### src/rtl/muldiv.sv
// HI/LO multiply/divide unit: signed/unsigned 32x32 multiply, restoring divide, MTHI/MTLO.
//
//   state | meaning
//   IDLE  | waiting for start; MTHI/MTLO complete here without leaving IDLE
//   MUL   | multiply in flight (1 cycle fast, 32 shift-add cycles slow)
//   DIV   | 32 restoring iterations then one sign fix-up cycle
//   FIN   | hi/lo hold the new result, done pulses for one cycle
module muldiv #(
   parameter int FAST_MUL = 1
) (
   input  logic        clk,
   input  logic        rst,
   input  logic        start,
   input  logic [2:0]  op,
   input  logic [31:0] src_a,
   input  logic [31:0] src_b,
   input  logic        cancel,
   output logic        busy,
   output logic        done,
   output logic [31:0] hi,
   output logic [31:0] lo
);

   typedef enum logic [1:0] {
      IDLE = 2'd0,
      MUL  = 2'd1,
      DIV  = 2'd2,
      FIN  = 2'd3
   } state_t;

   localparam logic [2:0] OP_MULT  = 3'b000;
   localparam logic [2:0] OP_MULTU = 3'b001;
   localparam logic [2:0] OP_DIV   = 3'b010;
   localparam logic [2:0] OP_DIVU  = 3'b011;
   localparam logic [2:0] OP_MTHI  = 3'b100;
   localparam logic [2:0] OP_MTLO  = 3'b101;

   localparam logic [5:0] MUL_LAST_CNT = 6'd31;
   localparam logic [5:0] DIV_LAST_CNT = 6'd32;

   state_t      state_q, state_d;
   logic [5:0]  cnt_q;
   logic        sgn_q;
   logic [31:0] a_q, b_q;
   logic [63:0] acc_q, mcand_q;
   logic [31:0] mplier_q;
   logic [31:0] rem_q, quo_q, dvsr_q;

   logic        accept, acc_mul, acc_div, acc_mthi, acc_mtlo, in_sgn;
   logic        mul_last, div_last, commit_mul, commit_div;
   logic [31:0] abs_a, abs_b;
   logic [63:0] ext_a, ext_b, fast_prod, acc_step, mul_result;
   logic [32:0] rem_sh, trial;
   logic [31:0] rem_step, quo_step, div_hi, div_lo;
   logic        q_neg, r_neg, b_zero;

   assign accept   = (state_q == IDLE) && start && !cancel;
   assign acc_mul  = accept && ((op == OP_MULT) || (op == OP_MULTU));
   assign acc_div  = accept && ((op == OP_DIV) || (op == OP_DIVU));
   assign acc_mthi = accept && (op == OP_MTHI);
   assign acc_mtlo = accept && (op == OP_MTLO);

   // MULT and DIV share op[0] == 0 as the signed flavour
   assign in_sgn = !op[0];
   assign abs_a  = (in_sgn && src_a[31]) ? (32'd0 - src_a) : src_a;
   assign abs_b  = (in_sgn && src_b[31]) ? (32'd0 - src_b) : src_b;

   assign mul_last   = (FAST_MUL != 0) || (cnt_q == MUL_LAST_CNT);
   assign div_last   = (cnt_q == DIV_LAST_CNT);
   assign commit_mul = (state_q == MUL) && !cancel && mul_last;
   assign commit_div = (state_q == DIV) && !cancel && div_last;

   always_ff @(posedge clk or negedge rst) begin
      if (!rst) state_q <= IDLE;
      else      state_q <= state_d;
   end

   always_comb begin
      state_d = state_q;
      busy    = 1'b0;
      done    = 1'b0;
      case (state_q)
         IDLE: begin
            if (acc_mul)      state_d = MUL;
            else if (acc_div) state_d = DIV;
         end
         MUL: begin
            busy = 1'b1;
            if (cancel)        state_d = IDLE;
            else if (mul_last) state_d = FIN;
         end
         DIV: begin
            busy = 1'b1;
            if (cancel)        state_d = IDLE;
            else if (div_last) state_d = FIN;
         end
         FIN: begin
            done    = !cancel;
            state_d = IDLE;
         end
         default: state_d = IDLE;
      endcase
   end

   // Low 64 bits of the product of 64-bit extended operands equal the true product
   assign ext_a     = {{32{sgn_q & a_q[31]}}, a_q};
   assign ext_b     = {{32{sgn_q & b_q[31]}}, b_q};
   assign fast_prod = ext_a * ext_b;

   // Signed multiplier bit 31 carries weight -2^31, so the last step subtracts
   always_comb begin
      acc_step = acc_q;
      if (mplier_q[0]) begin
         if (sgn_q && (cnt_q == MUL_LAST_CNT)) acc_step = acc_q - mcand_q;
         else                                  acc_step = acc_q + mcand_q;
      end
   end

   assign mul_result = (FAST_MUL != 0) ? fast_prod : acc_step;

   assign rem_sh   = {rem_q, quo_q[31]};
   assign trial    = rem_sh - {1'b0, dvsr_q};
   assign rem_step = trial[32] ? rem_sh[31:0] : trial[31:0];
   assign quo_step = {quo_q[30:0], ~trial[32]};

   assign q_neg  = sgn_q & (a_q[31] ^ b_q[31]);
   assign r_neg  = sgn_q & a_q[31];
   assign b_zero = (b_q == 32'd0);
   assign div_lo = b_zero ? 32'hFFFF_FFFF : (q_neg ? (32'd0 - quo_q) : quo_q);
   assign div_hi = b_zero ? a_q : (r_neg ? (32'd0 - rem_q) : rem_q);

   always_ff @(posedge clk or negedge rst) begin
      if (!rst) begin
         cnt_q    <= '0;
         sgn_q    <= 1'b0;
         a_q      <= '0;
         b_q      <= '0;
         acc_q    <= '0;
         mcand_q  <= '0;
         mplier_q <= '0;
         rem_q    <= '0;
         quo_q    <= '0;
         dvsr_q   <= '0;
      end else if (acc_mul || acc_div) begin
         cnt_q    <= '0;
         sgn_q    <= in_sgn;
         a_q      <= src_a;
         b_q      <= src_b;
         acc_q    <= '0;
         mcand_q  <= {{32{in_sgn & src_a[31]}}, src_a};
         mplier_q <= src_b;
         rem_q    <= '0;
         quo_q    <= abs_a;
         dvsr_q   <= abs_b;
      end else if ((state_q == MUL) || (state_q == DIV)) begin
         cnt_q    <= cnt_q + 6'd1;
         acc_q    <= acc_step;
         mcand_q  <= mcand_q << 1;
         mplier_q <= mplier_q >> 1;
         rem_q    <= rem_step;
         quo_q    <= quo_step;
      end
   end

   always_ff @(posedge clk or negedge rst) begin
      if (!rst) begin
         hi <= '0;
         lo <= '0;
      end else begin
         if (acc_mthi) hi <= src_a;
         if (acc_mtlo) lo <= src_a;
         if (commit_mul) begin
            hi <= mul_result[63:32];
            lo <= mul_result[31:0];
         end
         if (commit_div) begin
            hi <= div_hi;
            lo <= div_lo;
         end
      end
   end

endmodule

### config.mk
export PLATFORM = sky130hd
export DESIGN_NAME = muldiv
export DESIGN_NICKNAME = d
export VERILOG_FILES = /design/src/rtl/muldiv.sv
export SDC_FILE = /design/constraint.sdc
export NUM_CORES = 2
export LEC_CHECK = 0
export ABC_AREA = 1
export BUFFER_PORTS_ARGS = -buffer_cell sky130_fd_sc_hd__buf_4
export CORE_MARGIN = 3
export CORE_UTILIZATION = 25
export CTS_BUF_LIST = sky130_fd_sc_hd__clkbuf_8
export DETAILED_ROUTE_END_ITERATION = 8
export HOLD_SLACK_MARGIN = 0.15
export SYNTH_ARGS = -nofsm -noshare
export SYNTH_HDL_FRONTEND = slang
export SYNTH_SLANG_ARGS = --single-unit
### constraint.sdc
create_clock -name clk -period 11.4 [get_ports clk]
set_input_delay 2.28 -clock clk [delete_from_list [all_inputs] [get_ports clk]]
set_output_delay 2.28 -clock clk [all_outputs]
set_load 0.01 [all_outputs]
==> out/metrics.cfg <==
[status]
status=finished clean

[timing]
hold_viol=0
fin_crit_ps=9216
skew_ps=41.36
rsz0062_at_grt=no
slew_headroom=0.1631
period_share=0.8084
finalSetupViolations=0
finalSetupTns_ps=0
worst_pin_slew_ps=1244
max_freq_ghz=0.1085
maxSlewViolCount=0

[cells_and_area]
fin_nets=8781
drive_gt1_frac=0.05105
area_growth_syn_to_layout_pct=9.206
fin_util=0.2760
fillers=24148
final_area_mm2=0.06100
final_cells=10327

[routing]
viasPerCell=4.699
vias=48526
drt_iter0_drc=4284
drc=0
ant_nets=0
wl_per_cell_um=20.14
drt_wl_total_um=208000
drtPass1Iterations=6

[critical_path]
critPathSlowestCell=inv_1
cp_max_fo=30
r2r_slack_ps=2180
crit_arrival_ps=9770
cp_slowest_stage_delay_ps=900
cp-start-kind=flip-flop
rr_worst_depth=29
required_ps=11960
crit_top_cell=fa_1
timing.rr.start=sgn_q
end_kind=flip-flop
critical_path_class=reg2reg
r2r-end=hi[30]

[global_route]
gr-usage-all-layers=0.1812
grt_max_degree=116
antenna_found_initial=8
grt-ovfl-total=0
grt_pass1_vias=51160
grt_pass1_wl_um=319700

[place]
dp.cells=10234
io_buffers=136
detailed_place.area_mm2=0.05990
dp_hpwl_um=171000
globalplace.congestion=0.9685

[cts]
cts_made_buffers=50
clk_latency_ps=650
clk_pin_slew_ps=60
cts_max_level=2
cts_setup_buffers=0
cts_resized=0
cts_root_buf=clkbuf_8
cts_buffer_depth=3
cts.sinks=232
cts_tree=done
postCtsHoldBufs=0

[die]
die_y_um=478.7
start_util=0.2527
chipWidth_um=478.7
std_cell_rows=172
ios=137
core_area_mm2=0.2210
fp.dieArea_mm2=0.2291

[worst_hold_path]
hold_start=lo[9]
hold_depth=2
hold_class=reg2reg
whs_endpoint=lo[9]

[synthesis]
yosysUniqueCellTypes=57
synth-seq-cells=232
synth.cell_area_mm2=0.05586
synth-edff-count=0
synth_cells=7404
synth_nets=8857
ys.warnings.count=0
synthArstFlopShare=1.000
ys_seq_area_frac=0.1039
synth_flop_cell=dfrtp_1
avgSynthCellArea_um2=7.545

[flow_run]
maxCapViolCount=0

-- how the worst max path moves through the flow --
stage | startpoint | endpoint | slack [ps] | depth (start not counted)
2_1_floorplan | a_q[31] | hi[18] | 3660 | 33
3_3_place_gp | sgn_q | hi[30] | 2320 | 29
3_5_place_dp | sgn_q | hi[18] | 2170 | 29
4_1_cts | sgn_q | hi[30] | 2160 | 29
5_1_grt | sgn_q | hi[23] | 1640 | 29
6_report | sgn_q | hi[30] | 2180 | 29
-- cells in the final DEF (no fill, tap or decap), types with 5 or more instances in the layout --
| cell | Yosys | routed |
|---|---|---|
| o211ai_1 | 41 | 41 |
| nand2_1 | 1922 | 1921 |
| a22oi_1 | 8 | 8 |
| nor2_1 | 370 | 369 |
| a21o_1 | 5 | 5 |
| nor3_2 | 7 | 7 |
| xnor2_1 | 18 | 18 |
| nand3_2 | 5 | 5 |
| nor2_2 | 13 | 13 |
| nor4_1 | 24 | 24 |
| or2_2 | 7 | 7 |
| ha_1 | 256 | 256 |
| inv_2 | 9 | 10 |
| nand3b_1 | 17 | 17 |
| a31oi_1 | 19 | 19 |
| nand4_1 | 47 | 47 |
| fa_1 | 1126 | 1126 |
| clkinv_2 | 0 | 8 |
| o21bai_1 | 17 | 17 |
| a21oi_1 | 282 | 282 |
| clkbuf_8 | 0 | 62 |
| o22ai_1 | 13 | 13 |
| o21ai_1 | 42 | 42 |
| buf_4 | 5 | 229 |
| nor3_1 | 44 | 43 |
| o21ai_0 | 259 | 259 |
| nand2_2 | 5 | 6 |
| inv_1 | 1897 | 1908 |
| o221ai_1 | 18 | 18 |
| nand3_1 | 247 | 247 |
| nor3_4 | 4 | 5 |
| dfrtp_1 | 232 | 232 |
| o21a_1 | 8 | 8 |
| xor2_1 | 49 | 49 |
-- cells in the mapped netlist (17+ instances only) --
cell | number | share of area
ha_1 | 256 | 0.057
xor2_1 | 49 | 0.0077
fa_1 | 1126 | 0.40
nand4_1 | 47 | 0.0053
clkbuf_1 | 308 | 0.021
a31oi_1 | 19 | 0.0021
nand2_1 | 1922 | 0.13
nor3_1 | 44 | 0.0039
buf_2 | 28 | 0.0025
o221ai_1 | 18 | 0.0028
nor2_1 | 370 | 0.025
o21ai_0 | 259 | 0.023
xnor2_1 | 18 | 0.0028
nand3_1 | 247 | 0.022
o21bai_1 | 17 | 0.0023
inv_1 | 1897 | 0.13
o211ai_1 | 41 | 0.0055
o21ai_1 | 42 | 0.0038
nor4_1 | 24 | 0.0027
nand3b_1 | 17 | 0.0023
a21oi_1 | 282 | 0.025
dfrtp_1 | 232 | 0.10
-- final cells by class --
class | instances | area, µm² | share of cell area
clock inverters | 28 | 245.2 | 0.004020
flip-flops and latches | 232 | 5806 | 0.09517
well taps | 2958 | 3701 | 0.06067
inverters | 1909 | 7168 | 0.1175
multi-input cells | 4905 | 41490 | 0.6801
clock buffers | 62 | 853.3 | 0.01399
diodes | 3 | 7.507 | 0.0001231
repair buffers | 230 | 1734 | 0.02843
-- flip-flops by register name, indices dropped and copies added, names as in the netlist --
| name | cells |
|---|---|
| hi | 32 |
| state_q | 2 |
| sgn_q | 1 |
| cnt_q | 6 |
| quo_q | 32 |
| lo | 32 |
| dvsr_q | 31 |
| a_q | 32 |
| b_q | 32 |
| rem_q | 32 |
-- critical path, delay by kind of cell (launching register included) --
family                   cells  cell delay, ps
flip-flops                   1             600
adder cells (fa/ha/maj)      9            4850
AND/OR/NAND/NOR             12            1860
buffers and inverters        7            1670
AO/OA/AOI/OAI                1             140
-- logic make-up (layout without fill, tap and decap cells) --
kind of cell / Yosys count / count (layout) / share of synthesized area
adder cells (fa/ha/maj): 1382 / 1382 / 0.4609
XOR/XNOR: 67 / 67 / 0.01051
buffers and inverters: 2267 / 2229 / 0.1537
AND/OR/NAND/NOR: 2724 / 2724 / 0.1984
AO/OA/AOI/OAI: 732 / 732 / 0.07257
other: 0 / 3 / 0
flip-flops: 232 / 232 / 0.1039
-- per-layer routing --
layer / up-vias / track usage / part of all wire
met5: - / 0 / 0.000063
met4: 2 / 0.04932 / 0.032
met3: 320 / 0.02520 / 0.074
met2: 1935 / 0.2971 / 0.46
met1: 24734 / 0.2496 / 0.43
li1: 21535 / - / -
-- stage by stage --
| step | hold WS (ps) | setup WS (ps) |
|---|---|---|
| 6_report | 486.9 | 2184 |
| 5_1_grt | 517.4 | 1643 |
| 4_1_cts | 489.7 | 2164 |
| 3_5_place_dp | 472.9 | 2166 |
| 3_3_place_gp | 470.1 | 2315 |
| 2_1_floorplan | 453.0 | 3661 |
Power is not shown: default switching activity piles up to over one toggle a cycle in this logic, so the estimate is an artifact.
